File: config.mk
export PLATFORM = sky130hd
export DESIGN_NAME = four_to_one_mux_arbiter
export DESIGN_NICKNAME = d
export VERILOG_FILES = /design/src/rtl/mux_pkg.sv /design/src/rtl/rr_arbiter4.sv /design/src/rtl/four_to_one_mux_arbiter.sv
export SDC_FILE = /design/constraint.sdc
export NUM_CORES = 1
export LEC_CHECK = 0
export CORE_ASPECT_RATIO = 0.6
export CORE_MARGIN = 3
export CORE_UTILIZATION = 47
export DETAILED_ROUTE_END_ITERATION = 16
export GPL_TIMING_DRIVEN = 1
export PLACE_DENSITY = 0.86
export SKIP_CTS_REPAIR_TIMING = 1
export SYNTH_ARGS = -nofsm -noshare
export SYNTH_HDL_FRONTEND = slang
export SYNTH_HIERARCHICAL = 1
export SYNTH_SLANG_ARGS = --single-unit
File: constraint.sdc
create_clock -name clk -period 7.85 [get_ports clk]
set_input_delay 0.785 -clock clk [delete_from_list [all_inputs] [get_ports clk]]
set_output_delay 0.785 -clock clk [all_outputs]
set_load 0.005 [all_outputs]
File: src/rtl/mux_pkg.sv
// Shared definitions for the 4-to-1 collector: channel codes, FSM encoding, stat width.
package mux_pkg;

  localparam logic [1:0] CH0 = 2'b00;
  localparam logic [1:0] CH1 = 2'b01;
  localparam logic [1:0] CH2 = 2'b10;
  localparam logic [1:0] CH3 = 2'b11;

  localparam int STAT_W = 8;

  typedef enum logic {
    EMPTY = 1'b0,
    FULL  = 1'b1
  } state_e;

endpackage

File: src/rtl/rr_arbiter4.sv
// Combinational 4-way round-robin: search starts at ptr+1 and wraps, so ptr itself has lowest priority.
module rr_arbiter4
  import mux_pkg::*;
(
  input  logic [3:0] req_i,
  input  logic [1:0] ptr_i,
  output logic [3:0] grant_o,
  output logic [1:0] idx_o
);

  logic [1:0] cand;

  // Walk from farthest (ptr) to nearest (ptr+1); the last hit is the winner.
  always_comb begin
    grant_o = '0;
    idx_o   = CH0;
    cand    = '0;
    for (int k = 4; k >= 1; k--) begin
      cand = ptr_i + 2'(k);
      if (req_i[cand]) begin
        grant_o = 4'b0001 << cand;
        idx_o   = cand;
      end
    end
  end

endmodule

File: src/rtl/four_to_one_mux_arbiter.sv
// Merges four valid/ready channels into one registered stream tagged with the demux channel code.
// Optional per-channel saturating transfer counters under `define MUX_STATS_EN.
module four_to_one_mux_arbiter
  import mux_pkg::*;
#(
  parameter int DATA_W = 8
) (
  input  logic                  clk,
  input  logic                  rst,
  input  logic [3:0]            in_valid,
  input  logic [DATA_W-1:0]     in_data0,
  input  logic [DATA_W-1:0]     in_data1,
  input  logic [DATA_W-1:0]     in_data2,
  input  logic [DATA_W-1:0]     in_data3,
  output logic [3:0]            in_ready,
  output logic                  out_valid,
  output logic [DATA_W-1:0]     out_data,
  output logic [1:0]            out_sel,
`ifdef MUX_STATS_EN
  output logic [4*STAT_W-1:0]   stat_cnt,
`endif
  input  logic                  out_ready
);

  state_e            state_q, state_d;
  logic [DATA_W-1:0] data_q, data_d;
  logic [1:0]        sel_q, sel_d;
  logic [1:0]        ptr_q, ptr_d;
  logic [3:0]        grant;
  logic [1:0]        gnt_idx;
  logic              load;
  logic              xfer;
  logic [DATA_W-1:0] gnt_data;

  rr_arbiter4 u_arb (
    .req_i   (in_valid),
    .ptr_i   (ptr_q),
    .grant_o (grant),
    .idx_o   (gnt_idx)
  );

  assign load     = (state_q == EMPTY) | out_ready;
  assign in_ready = rst ? 4'b0000 : (grant & {4{load}});
  assign xfer     = |(in_valid & in_ready);

  always_comb begin
    case (gnt_idx)
      CH0:     gnt_data = in_data0;
      CH1:     gnt_data = in_data1;
      CH2:     gnt_data = in_data2;
      default: gnt_data = in_data3;
    endcase
  end

  // A loading cycle with no transfer drains to EMPTY; data/sel keep their last values.
  always_comb begin
    state_d = state_q;
    data_d  = data_q;
    sel_d   = sel_q;
    ptr_d   = ptr_q;
    if (load) state_d = xfer ? FULL : EMPTY;
    if (xfer) begin
      data_d = gnt_data;
      sel_d  = gnt_idx;
      ptr_d  = gnt_idx;
    end
  end

  always_ff @(posedge clk) begin
    if (rst) begin
      state_q <= EMPTY;
      data_q  <= '0;
      sel_q   <= CH0;
      ptr_q   <= CH3;
    end else begin
      state_q <= state_d;
      data_q  <= data_d;
      sel_q   <= sel_d;
      ptr_q   <= ptr_d;
    end
  end

  assign out_valid = (state_q == FULL);
  assign out_data  = data_q;
  assign out_sel   = sel_q;

`ifdef MUX_STATS_EN
  logic [3:0][STAT_W-1:0] cnt_q;

  for (genvar i = 0; i < 4; i++) begin : g_stat
    always_ff @(posedge clk) begin
      if (rst)
        cnt_q[i] <= '0;
      else if (in_valid[i] && in_ready[i] && (cnt_q[i] != {STAT_W{1'b1}}))
        cnt_q[i] <= cnt_q[i] + 1'b1;
    end
  end

  assign stat_cnt = cnt_q;
`endif

endmodule

==> impl_metrics.ini <==
[power]
p_leak_nw = 0.750
ir_drop_mv = 0.164
power_density_mw_per_mm2 = 380
p_int_w = 0.000412
p_sw_frac = 0.431
power_frac_seq = 0.179
switchingPower_w = 0.000313
pwr-share-clk = 0.084
pwr-share-comb = 0.737
power.total_w = 0.000725

[worst_setup_path]
arrival_ps = 3640
crit_type = flip-flop to output port
reg2regPathDepth = 9
rrSetupSlack_ps = 3790
path_max_fanout = 17
critPathLaunchType = flip-flop
timing.rr.start = ptr_q[0]$_SDFFE_PP1P_
worstSetupEndpointType = output port
reg2reg_to = out_sel[0]$_SDFFE_PP0P_
critPathRequiredTime_ps = 7070

[clocking]
cts_tree = yes
clk-insertion-delay-late_ps = 250
cts_buffer_depth = 2
clkTransAtPathRegs_ps = 60
cts.sinks = 13
cts_root_buf = clkbuf_8
cts_htree_levels = 1
cts-buffers-inserted = 3

[cells_and_area]
fin_nets = 236
final_layout_size_suffix_gt1_frac = 0.137
fill_cells = 197
n_antenna_cell = 0
area_growth_pct = 40.6

[die]
die_w_um = 75.4
std_cell_rows = 14
core-area_sq_mm = 0.00263
start_util = 0.516
ioPinCount = 54
die_height_um = 47.6
dieArea_sq_mm = 0.00359

[route]
drt-initial-drc-count = 76
wl_per_cell_um = 18.7
viasPerCell = 6.19
num_vias = 1374
drt_wl_total_um = 4150
antenna_left = 0
drc = 0
drt-pass1-iter-count = 4

[grt]
grt_pass1_vias = 1247
grt_max_degree = 18
grt_pass1_wl_um = 6160
gr-usage-all-layers = 0.229
grt-ovfl-total = 0
antenna_found_initial = 0

[flow_run]
drv_cap = 0

[timing]
setup_viol = 0
layout_min_cycle_time_ps = 4420
slew_violations = 0
final.setup.tns_ps = 0
clock_skew_ps = 6.43
period_share = 0.563
hold_viol = 0
relSlewSlack = 0.439
worst_pin_slew_ps = 841
fmax_ghz = 0.226
rsz0062_at_grt = no

[yosys]
synth-seq-cells = 13
yosysSeqAreaShare = 0.192
yosys_warnings = 6
synth_edf_count = 0
syn-num-nets = 188
async_flop_share = 0
syn-cell-area_sq_mm = 0.00136
postSynthCellCount = 143
syn_avg_cell_area_sq_um = 9.48
ys_types = 32
synthFlopType = dfxtp_1

[hold_path]
holdPathEnd = out_valid$_SDFFE_PP0N_
hold_class = flip-flop to flip-flop
hold_path_depth = 2
hp-start = out_valid$_SDFFE_PP0N_

[place]
io_buffers = 53
dp_hpwl_um = 3240
gp_congestion = 0.812

[status]
outcome = finished, final reports clean
-- worst max path at each step --
stage	startpoint	endpoint	slack (ps)	cells after the start
4_1_cts	ptr_q[0]$_SDFFE_PP1P_	in_ready[3]	3500	8
3_5_place_dp	ptr_q[0]$_SDFFE_PP1P_	in_ready[3]	3760	8
5_1_grt	ptr_q[0]$_SDFFE_PP1P_	in_ready[0]	3100	8
3_3_place_gp	in_valid[0]	in_ready[0]	3880	7
2_1_floorplan	ptr_q[0]$_SDFFE_PP1P_	in_ready[0]	4700	9
6_report	ptr_q[0]$_SDFFE_PP1P_	in_ready[0]	3430	8
-- critical path: stages, from the launching register on --
cell and delay [ps]:
dfxtp_1 750, inv_1 280, ha_1 570, mux2i_1 160
mux2i_1 580, a221oi_1 110, a21oi_1 250, and2_2 190
clkdlybuf4s50_1 500
-- power groups by stage --
| stage | Clock [W] | Combinational (W) | Sequential, W |
|---|---|---|---|
| 2_1_floorplan | 0 | 0.000401 | 0.000115 |
| 5_1_grt | 0.0000654 | 0.000582 | 0.000135 |
| 3_3_place_gp | 0 | 0.000508 | 0.000127 |
| 6_report | 0.0000608 | 0.000535 | 0.000130 |
| 4_1_cts | 0.0000614 | 0.000530 | 0.000129 |
| 3_5_place_dp | 0 | 0.000526 | 0.000131 |
-- cell usage in the layout, fill, tap and decap left out, drive strengths merged, types with 6 or more instances in the layout --
cell type	n
ha	6
or3	8
a21oi	9
nor2b	7
inv	12
nand2b	9
dfxtp	13
mux4	10
clkdlybuf4s50	53
mux2i	10
o221ai	8
-- synthesized netlist by cell type, types with 2 or more instances --
cell type	number	area [sq um]
a221o_1	2	20.0
nand3b_1	2	15.0
ha_1	6	75.1
buf_4	2	15.0
or3b_2	2	17.5
and2_1	3	18.8
a22oi_1	2	15.0
a221oi_1	4	35.0
a21oi_2	2	17.5
mux2_2	4	45.0
nor2_1	4	15.0
a21oi_1	7	35.0
buf_6	2	22.5
buf_2	5	25.0
dfxtp_1	13	260
nand2_1	4	15.0
nor2b_1	6	37.5
a22o_1	2	17.5
or3_1	8	50.1
a31oi_1	2	12.5
nand2b_1	9	56.3
o211ai_1	4	30.0
o221ai_1	8	70.1
inv_1	12	45.0
mux4_2	10	225
clkbuf_2	2	10.0
o22ai_1	2	12.5
mux2i_1	10	100
-- sequential cells by signal, indices dropped and copies added (netlist names) --
register and cells:
out_sel 2, out_valid 1, ptr_q 2, out_data 8
-- cell families after synthesis --
logic type	synth area share
and+or+nand+nor	0.182
AOI/OAI and AO/OA	0.211
muxes	0.273
buffers and inverters	0.0867
DFF	0.192
adders and majority gates	0.0553
-- routing by layer --
metal	routed length [um]	global-route usage	up-vias
met2	2000	0.367	64
li1	-	-	639
met4	22	0.0418	0
met1	1790	0.331	667
met5	0	0	-
met3	332	0.0398	4
-- per-stage QoR --
step                      setup WS [ps]  utilization  instance area (sq um)  hold slack, ps  instances
after floorplan                    4700            -                   1360             486        143
after global placement             3880        0.709                   1860             486        218
after detailed placement           3760        0.709                   1860             499        218
after CTS                          3500        0.726                   1910             507        222
after global routing               3100        0.726                   1910             564        222
final                              3430        0.726                   1910             509        222
-- cell type report --
cell class | count | area (sq um) | share of cell area
inverter | 12 | 45.0 | 0.0236
tap | 32 | 40.0 | 0.0210
clock buffer | 4 | 45.0 | 0.0236
timing repair buffer | 54 | 538 | 0.282
sequential | 13 | 260 | 0.136
multi-input combinational | 107 | 978 | 0.513
Note: power is estimated with default switching activity, not from simulation.
